==> src/rtl/ahb_vic_slave.sv <==
// ahb_vic_slave: AHB-Lite vectored interrupt controller slave.
// Level sources plus software bits are masked by ENABLE. The lowest-index active
// channel wins and drives VECTOR and IRQ. The bus side can insert wait states and
// returns a two-cycle ERROR response for illegal accesses.
module ahb_vic_slave #(
  parameter int          N_IRQ        = 16,
  parameter int          WAIT_STATES  = 0,
  parameter logic [31:0] DEFAULT_VECT = 32'h0000_0000
) (
  input  logic             i_hclk,
  input  logic             i_hreset,
  input  logic [11:2]      i_haddr,
  input  logic             i_htrans,
  input  logic             i_hwrite,
  input  logic [2:0]       i_hsize,
  input  logic             i_hprot,
  input  logic [31:0]      i_hwdata,
  input  logic             i_hselvic,
  input  logic             i_hreadyin,
  output logic [31:0]      o_hrdata,
  output logic             o_hreadyout,
  output logic [1:0]       o_hresp,
  input  logic [N_IRQ-1:0] i_irqsrc,
  output logic             o_irq,
  output logic [31:0]      o_vector
);

  localparam int IW = (N_IRQ > 1) ? $clog2(N_IRQ) : 1;
  localparam logic [1:0] RESP_OKAY  = 2'b00;
  localparam logic [1:0] RESP_ERROR = 2'b01;
  localparam logic [9:0] VTAB_BASE  = 10'd64;              // byte offset 0x100
  localparam logic [9:0] VTAB_END   = 10'(64 + N_IRQ);

  typedef enum logic [1:0] {
    S_IDLE,
    S_WAIT,
    S_ERR1,
    S_ERR2
  } state_t;

  // Bus-side state
  state_t      r_state;
  logic        r_hreadyout;
  logic [1:0]  r_hresp;
  logic [1:0]  r_wait_cnt;
  logic        r_dp_valid;   // a legal transfer is in its data phase
  logic        r_dp_write;
  logic [9:0]  r_dp_addr;

  // Controller registers
  logic [N_IRQ-1:0] r_enable;
  logic [N_IRQ-1:0] r_soft;
  logic [31:0]      r_vectaddr [N_IRQ];
  logic             r_inservice_valid;
  logic [IW-1:0]    r_inservice_idx;
  logic             r_irq;
  logic [31:0]      r_vector;

  // Combinational helpers
  logic             w_take;
  logic             w_mapped;
  logic             w_legal;
  logic             w_last;
  logic             w_wr_commit;
  logic             w_rd_commit;
  logic             w_is_vtab;
  logic [IW-1:0]    w_vidx;
  logic [N_IRQ-1:0] w_raw;
  logic [N_IRQ-1:0] w_active;
  logic             w_any;
  logic [IW-1:0]    w_win;
  logic [31:0]      w_vect_now;
  logic [31:0]      w_rdata;
  logic [N_IRQ-1:0] w_vtab_we;
  logic             w_unused_ok;

  // Address phase is only accepted when the slave is ready for a new transfer
  assign w_take   = i_hselvic & i_htrans & i_hreadyin &
                    ((r_state == S_IDLE) | (r_state == S_ERR2));
  assign w_mapped = (i_haddr <= 10'd5) ||
                    ((i_haddr >= VTAB_BASE) && (i_haddr < VTAB_END));
  assign w_legal  = (i_hsize == 3'b010) && w_mapped;

  // The last data-phase cycle is the one where a legal transfer sees HREADYOUT=1
  assign w_last      = r_dp_valid & r_hreadyout;
  assign w_wr_commit = w_last & r_dp_write;
  assign w_rd_commit = w_last & ~r_dp_write;

  assign w_is_vtab = (r_dp_addr >= VTAB_BASE) && (r_dp_addr < VTAB_END);
  assign w_vidx    = IW'(r_dp_addr - VTAB_BASE);

  assign w_raw    = i_irqsrc | r_soft;
  assign w_active = w_raw & r_enable;
  assign w_any    = |w_active;

  // Lowest-index active channel wins: scan downward so the last hit is the lowest
  always_comb begin
    w_win = '0;
    for (int i = N_IRQ - 1; i >= 0; i--) begin
      if (w_active[i]) w_win = IW'(i);
    end
  end

  assign w_vect_now = w_any ? r_vectaddr[w_win] : DEFAULT_VECT;

  // Read data multiplexer for the latched data-phase address
  always_comb begin
    w_rdata = '0;
    case (r_dp_addr)
      10'd0:   w_rdata = 32'(w_active);
      10'd1:   w_rdata = 32'(w_raw);
      10'd2:   w_rdata = 32'(r_enable);
      10'd3:   w_rdata = '0;
      10'd4:   w_rdata = 32'(r_soft);
      10'd5:   w_rdata = w_vect_now;
      default: if (w_is_vtab) w_rdata = r_vectaddr[w_vidx];
    endcase
  end

  // Per-channel write strobes for the vector table
  generate
    for (genvar gi = 0; gi < N_IRQ; gi++) begin : g_vtab_we
      assign w_vtab_we[gi] = w_wr_commit & w_is_vtab & (w_vidx == IW'(gi));
    end
  endgenerate

  // Transfer FSM: registered HREADYOUT/HRESP and data-phase capture
  always_ff @(posedge i_hclk or posedge i_hreset) begin
    if (i_hreset) begin
      r_state     <= S_IDLE;
      r_hreadyout <= 1'b1;
      r_hresp     <= RESP_OKAY;
      r_wait_cnt  <= '0;
      r_dp_valid  <= 1'b0;
      r_dp_write  <= 1'b0;
      r_dp_addr   <= '0;
    end else begin
      case (r_state)
        S_IDLE, S_ERR2: begin
          if (w_take) begin
            r_dp_write <= i_hwrite;
            r_dp_addr  <= i_haddr;
            if (w_legal) begin
              r_dp_valid <= 1'b1;
              r_hresp    <= RESP_OKAY;
              if (WAIT_STATES > 0) begin
                r_state     <= S_WAIT;
                r_hreadyout <= 1'b0;
                r_wait_cnt  <= 2'(WAIT_STATES - 1);
              end else begin
                r_state     <= S_IDLE;
                r_hreadyout <= 1'b1;
              end
            end else begin
              r_dp_valid  <= 1'b0;
              r_state     <= S_ERR1;
              r_hreadyout <= 1'b0;
              r_hresp     <= RESP_ERROR;
            end
          end else begin
            r_dp_valid  <= 1'b0;
            r_state     <= S_IDLE;
            r_hreadyout <= 1'b1;
            r_hresp     <= RESP_OKAY;
          end
        end
        S_WAIT: begin
          if (r_wait_cnt == 2'd0) begin
            r_hreadyout <= 1'b1;
            r_state     <= S_IDLE;
          end else begin
            r_wait_cnt <= r_wait_cnt - 2'd1;
          end
        end
        S_ERR1: begin
          r_hreadyout <= 1'b1;
          r_hresp     <= RESP_ERROR;
          r_state     <= S_ERR2;
        end
        default: begin
          r_state     <= S_IDLE;
          r_hreadyout <= 1'b1;
          r_hresp     <= RESP_OKAY;
        end
      endcase
    end
  end

  // Control registers: commit on the last data-phase cycle of a legal transfer
  always_ff @(posedge i_hclk or posedge i_hreset) begin
    if (i_hreset) begin
      r_enable          <= '0;
      r_soft            <= '0;
      r_inservice_valid <= 1'b0;
      r_inservice_idx   <= '0;
    end else begin
      if (w_wr_commit) begin
        case (r_dp_addr)
          10'd2:   r_enable <= r_enable | i_hwdata[N_IRQ-1:0];
          10'd3:   r_enable <= r_enable & ~i_hwdata[N_IRQ-1:0];
          10'd4:   r_soft   <= i_hwdata[N_IRQ-1:0];
          10'd5:   r_inservice_valid <= 1'b0;
          default: ;
        endcase
      end
      // Reading VECTADDR acknowledges the winner, unless nothing is active
      if (w_rd_commit && (r_dp_addr == 10'd5) && w_any) begin
        r_inservice_valid <= 1'b1;
        r_inservice_idx   <= w_win;
      end
    end
  end

  // Vector table storage
  always_ff @(posedge i_hclk or posedge i_hreset) begin
    if (i_hreset) begin
      for (int i = 0; i < N_IRQ; i++) r_vectaddr[i] <= '0;
    end else begin
      for (int i = 0; i < N_IRQ; i++) begin
        if (w_vtab_we[i]) r_vectaddr[i] <= i_hwdata;
      end
    end
  end

  // Core-facing outputs, registered for one cycle of latency
  always_ff @(posedge i_hclk or posedge i_hreset) begin
    if (i_hreset) begin
      r_irq    <= 1'b0;
      r_vector <= DEFAULT_VECT;
    end else begin
      r_irq    <= w_any & ~r_inservice_valid;
      r_vector <= w_vect_now;
    end
  end

  assign o_hrdata    = w_rd_commit ? w_rdata : 32'h0;
  assign o_hreadyout = r_hreadyout;
  assign o_hresp     = r_hresp;
  assign o_irq       = r_irq;
  assign o_vector    = r_vector;

  // HPROT has no meaning here; the in-service index is held for the ISR context only
  assign w_unused_ok = &{1'b0, i_hprot, r_inservice_idx};

endmodule

==> config.mk <==
export PLATFORM = sky130hd
export DESIGN_NAME = ahb_vic_slave
export DESIGN_NICKNAME = d
export VERILOG_FILES = /design/src/rtl/ahb_vic_slave.sv
export SDC_FILE = /design/constraint.sdc
export NUM_CORES = 2
export LEC_CHECK = 0
export ABC_AREA = 1
export BUFFER_PORTS_ARGS = -buffer_cell sky130_fd_sc_hd__buf_2
export CORE_MARGIN = 8
export CORE_UTILIZATION = 60
export CTS_CLUSTER_SIZE = 20
export DETAILED_ROUTE_END_ITERATION = 8
export GPL_TIMING_DRIVEN = 1
export MAX_ROUTING_LAYER = met4
export PLACE_DENSITY = 0.85
export SETUP_SLACK_MARGIN = 0.15
export SLEW_MARGIN = 30
export SYNTH_ARGS = -nofsm -noshare
export SYNTH_HDL_FRONTEND = slang
export SYNTH_SLANG_ARGS = --single-unit
export TNS_END_PERCENT = 10
==> constraint.sdc <==
create_clock -name i_hclk -period 22.8 [get_ports i_hclk]
set_input_delay 2.28 -clock i_hclk [delete_from_list [all_inputs] [get_ports i_hclk]]
set_output_delay 2.28 -clock i_hclk [all_outputs]
set_load 0.1 [all_outputs]
# ---- Word-level counts from Yosys, hierarchy flattened
# Index checks and enable logic that the tools add are counted.
# Widths: inputs -> output; s select.
dict set report totals {
  reg_bits 597
  in_bits 68
}
dict set report classes {
  muxes 42
  eq_ne 25
  order_cmp 7
  n_reduce_logical 21
  n_addsub 2
  bitwise 35
}
# op n
set ops {}
lappend ops {{$bmux 32 s4} 2}
lappend ops {{$mux 32} 7}
lappend ops {{$pmux 32 s6} 1}
lappend ops {{$mux 4} 16}
lappend ops {{$and 16x16->16} 2}
lappend ops {{$eq 4x4->1 const B} 8}
lappend ops {{$or 16x16->16} 2}
lappend ops {{$pmux 16 s2} 1}
lappend ops {{$and 1x1->1} 24}
lappend ops {{$eq 10x2->1 const B} 2}
lappend ops {{$eq 10x3->1 const B} 2}
lappend ops {{$ge 10x7->1 const B} 2}
lappend ops {{$lt 10x7->1 const B} 2}
lappend ops {{$eq 4x3->1 const B} 4}
lappend ops {{$not 16->16} 1}
lappend ops {{$reduce_or 16->1} 1}
lappend ops {{$eq 10x1->1 const B} 1}
lappend ops {{$ge 5x5->1 const B} 2}
lappend ops {{$le 10x3->1 const B} 1}
lappend ops {{$logic_not 10->1} 1}
lappend ops {{$not 4->5} 2}
lappend ops {{$reduce_and 2->1} 5}
lappend ops {{$eq 4x2->1 const B} 2}
lappend ops {{$mux 1} 8}
lappend ops {{other kinds (19)} 33}

# ---- Logic depth before layout (Yosys ltp)
dict set report depth {
  depth_word 25
  ltp_mapped 28
  depth_no_buf 26
}

# ---- Worst setup path before layout
# OpenSTA, ideal clock, no wires.
dict set report synth_timing {
  path_type {input -> output}
  startpoint {input i_irqsrc[13]}
  endpoint {output o_hrdata[23]}
  path_slack_ns 15.045
  t_arrival_ns 5.475
  cell_stages 26
  n_path_buf 2
  cell_sequence {or2_1 nand2_2 nand2_1 nand2_1 nand2_1 nand2_1 nand2_1 nand2_1 nand2_1 nand2_1 nand2_1 nand2_1 nand2_1 nand2_1 nand2_4 nand2_4 buf_8 buf_4 nand2_1 nand3_1 nand3_1 nand2_1 nand2_1 nand2_1 nand2_1 a21oi_1}
}
dict set report synth_via {
  elab_chain_cells 23
  elab_cells_between_ends 24
  cone_classes {mux: 20; bitwise: 3; reduce/logical: 1}
}
# item line_no
set synth_lines {}
lappend synth_lines {{start: declaration} 23} ;# input logic [N_IRQ-1:0] i_irqsrc,
lappend synth_lines {{$or 16x16->16 (*)} 92} ;# assign w_raw = i_irqsrc | r_soft;
lappend synth_lines {{$and 16x16->16 (*)} 93} ;# assign w_active = w_raw & r_enable;
lappend synth_lines {{$mux 4 (14 in a row)} 100} ;# if (w_active[i]) w_win = IW'(i);
lappend synth_lines {{$not 4->5 (implied by the code)} 104} ;# assign w_vect_now = w_any ? r_vectaddr[w_win] : DEFAULT_VECT;
lappend synth_lines {{$bmux 32 s4} 104}
lappend synth_lines {{$mux 32 (implied by the code) (2 in a row)} 104}
lappend synth_lines {{$mux 32 (*)} 104}
lappend synth_lines {{named net w_vect_now[23]} 72} ;# logic [31:0] w_vect_now;
lappend synth_lines {{$pmux 32 s6 (*)} 109} ;# case (r_dp_addr)
lappend synth_lines {{$mux 32 (*)} 236} ;# assign o_hrdata = w_rd_commit ? w_rdata : 32'h0;
lappend synth_lines {{end: declaration} 20} ;# output logic [31:0] o_hrdata,
# Mark *: on every way through the listed nets, which the timed path passes. The rest lies on a longest branch. The select of a mux whose other input is x is not followed.

# ---- Worst setup path in the final report
dict set report layout_timing {
  startpoint {input i_irqsrc[13]}
  endpoint {output o_hrdata[17]}
}
# Same word-level chain as after synthesis.

==> summary.md <==
| Metric | Value |
|---|---|
| Simple-gate share of the synthesized area | `0.255` |
| Congestion Overflow GR | `0` |
| Design area | `between 30000 and 40000 um2` |
| WP data required | `20.52 ns` |
| Total Wirelength | `107 mm` |
| Hold slack | `0.432 ns` |
| Worst hold stages | `1` |
| # IOs | `about 140` |
| Max Slew Vio Count | `0` |
| Main combinational cell family by area after synthesis | `simple AND/OR/NAND/NOR gates` |
| TNS Setup | `0 ns` |
| DIE WIDTH | `241 um` |
| Synth Register Bits | `596` |
| Sw power | `656 uW` |
| Worst r2r src | `r_soft[14]` |
| Post-synthesis compound-gate area fraction | `0.192` |
| Synth unique cells | `between 40 and 50` |
| Post-synthesis mux area share | `0` |
| H-tree depth | `2` |
| WP buf/inv | `4` |
| Worst setup path start | `i_irqsrc[13]` |
| Crit path DAT | `approximately 7.7 ns` |
| Status | `complete, but fails checks` |
| Post-Syn Area | `30400 um2` |
| Max Freq | `99.8 MHz` |
| Seq/Total Area, Yosys | `0.491` |
| Cell Rows | `82` |
| Vias in the first global route | `29200` |
| Nets | `3885` |
| Core box area | `50100 um2` |
| Filler cells | `4072` |
| Share of layout cells above drive strength 1 | `0.0849` |
| Synthesized net count | `between 3000 and 4000` |
| Area growth, synth to finish | `8.56%` |
| Worst Min Path Start | `r_inservice_valid` |
| Clk_lat worst skew | `0.64 ns` |
| DRC | `11` |
| Max Cap Violations | `0` |
| Hold Buf Count CTS | `0` |
| EDFF count, synth | `0` |
| Post-CTS setup buffer count | `0` |
| Clk Tree Root Cell | `clkbuf_16` |
| Total number of yosys warnings | `0` |
| Top FF cell, synth | `dfrtp_1` |
| Int Power | `1.68 mW` |
| Reg2reg path depth | `25` |
| Slew HR | `0.247` |
| Asr flop ratio synth | `1.00` |
| PortBufs | `133` |
| CP Launch Type | `primary input` |
| Largest delay share family, worst path | `simple AND/OR/NAND/NOR gates` |
| All-Layer GR Usage | `0.369` |
| Seq pwr share | `0.461` |
| Violated checks | `DRC` |
| Hold Path Class | `flip-flop to flip-flop` |
| Worst clock skew | `0.00987 ns` |
| Worst-case vdd ir drop | `0.0576 mV` |
| Pwr dens | `70.7 nW/um2` |
| Longest Clk Path Bufs | `3` |
| Vias per cell | `6.80` |
| Crit path largest cell delay | `0.76 ns` |
| Clock power share | `0.424` |
| Routed Antenna Nets | `0` |
| Initial Util | `0.607` |
| Static leakage | `16.2 nW` |
| Setup crit end kind | `primary output` |
| Initial antenna violation count | `2` |
| XOR/XNOR Fraction of Synth Area | `0.000288` |
| Post-CTS Resized | `0` |
| Post-place instance area | `31000 um2` |
| Gate power share | `0.115` |
| Crit path depth | `28` |
| Vias | `30900` |
| CTS clock-pin slew for the worst setup and hold paths | `approximately 0.060 ns` |
| Final HPWL DP | `57.1 mm` |
| Clock sinks | `596` |
| First-pass GRT wire length | `163 mm` |
| Final min period | `10.02 ns` |
| Worst-path fanout max | `between 90 and 100` |
| Die Area | `approximately 58000 um2` |
| Period utilisation layout | `0.440` |
| Number of setup violations in the final report | `0` |
| Endpoints failing hold | `0` |
| WS Path Type | `primary input to primary output` |
| Mapped Cells | `3905` |
| RSZ-0062 raised after global routing | `false` |
| Worst-Margin Slew | `1.13 ns` |
| Total CTS buffers | `59` |
| CTS tree | `done` |
| DR pass1 iterations | `9` |
| Largest net degree at the start of global routing | `~110` |
| Adder-cell area share of the yosys netlist | `0.00123` |
| Crit path top cell by count | `nand2_1` |
| First DRT Iteration DRCs | `5452` |
| CP max-delay cell | `buf_4` |
| Tot Pwr | `2.33 mW` |
| Routed wire length per instance | `23.5 um` |
| Post-synthesis area per instance | `7.79 um2` |
| Die Ht | `241 um` |
| Placer Congestion | `0.907` |
| Sw Share | `0.281` |
==> sequential cells by signal, summed over array words and instances, names as in the netlist, 2 cells and up, named ones only <==
signal	count
r_soft	16
r_wait_cnt	2
o_vector	32
r_state	2
r_vectaddr	512
r_dp_addr	10
==> cell usage in the layout (no fill, tap or decap), drive strengths merged, types with 2 or more instances in the layout <==
cell,instances
o211ai,4
a22oi,8
clkbuf,92
a31oi,2
bufinv,2
nor2,74
o221ai,43
nor4,14
inv,95
nand3,577
dfrtp,595
o21ai,653
or2,2
buf,185
ha,3
nand4,16
o22a,31
nand2,1128
diode,5
a211oi,2
a41oi,31
a21oi,68
clkinvlp,2
nor3,22
o22ai,187
clkinv,18
==> through the flow <==
stage,utilization,setup WS [ns],instances
6_report,0.659,12.78,4539
5_1_grt,0.659,12.65,4535
4_1_cts,0.659,13.05,4534
3_5_place_dp,0.619,13.06,4425
3_3_place_gp,0.619,13.04,4425
2_1_floorplan,-,3.84,3905
==> power groups by stage <==
stage               clock (mW)  combinational (mW)  sequential [mW]
finish                   0.989               0.268             1.08
global route              1.03               0.270             1.08
CTS                      0.987               0.251             1.07
detailed placement           0               0.251             1.09
global placement             0               0.249             1.09
floorplan                    0               0.145             1.10
==> cells in the mapped netlist (13+ instances only) <==
cell type | instances | area share
dfrtp_1 | 595 | 0.49
nor2_1 | 71 | 0.0088
nor4_1 | 13 | 0.0027
clkbuf_1 | 256 | 0.032
nand2_1 | 1125 | 0.14
o22a_1 | 31 | 0.0089
a41oi_1 | 31 | 0.0089
o221ai_1 | 43 | 0.012
buf_6 | 13 | 0.0048
buf_4 | 15 | 0.0037
nand3_1 | 577 | 0.095
o21ai_0 | 651 | 0.11
nand4_1 | 16 | 0.0033
nor3_1 | 21 | 0.0035
buf_2 | 26 | 0.0043
a21oi_1 | 68 | 0.011
inv_1 | 90 | 0.011
o22ai_1 | 187 | 0.038
buf_1 | 26 | 0.0032
==> layer usage <==
metal / vias up / wire (um) / GRT usage / share of wire
met5: - / 0 / - / 0
met4: 0 / 7270 / 0.228 / 0.068
met3: 613 / 16600 / 0.101 / 0.16
met2: 2625 / 45000 / 0.527 / 0.42
met1: 14300 / 37900 / 0.465 / 0.35
li1: 13300 / - / - / -
==> cell type report <==
class / instances / area, um2 / area share
flip-flops and latches: 596 / 14900 / 0.452
repair buffers: 185 / 1070 / 0.0326
clock buffers: 92 / 1820 / 0.0552
well taps: 672 / 841 / 0.0255
diodes: 5 / 12.5 / 0.000379
multi-input cells: 2872 / 13800 / 0.418
inverters: 100 / 403 / 0.0122
clock inverters: 17 / 140 / 0.00424
==> final timing paths <==
check	to	slack, ns
min in group asynchronous	r_vectaddr[184]	1.78
worst max register to register	o_vector[10]	17.54
worst max-delay path	o_hrdata[17]	12.78
max in group asynchronous	r_vectaddr[11]	18.17
worst min-delay path	o_irq	0.43
worst min register to register	o_irq	0.43
==> kinds of logic after synthesis <==
family	count (synthesis)
simple gates	1834
xor+xnor	1
buf+inv	437
fa+ha+maj	3
flops	596
compound gates	1033
other cells	1
Power figures use the tool's default switching activity.
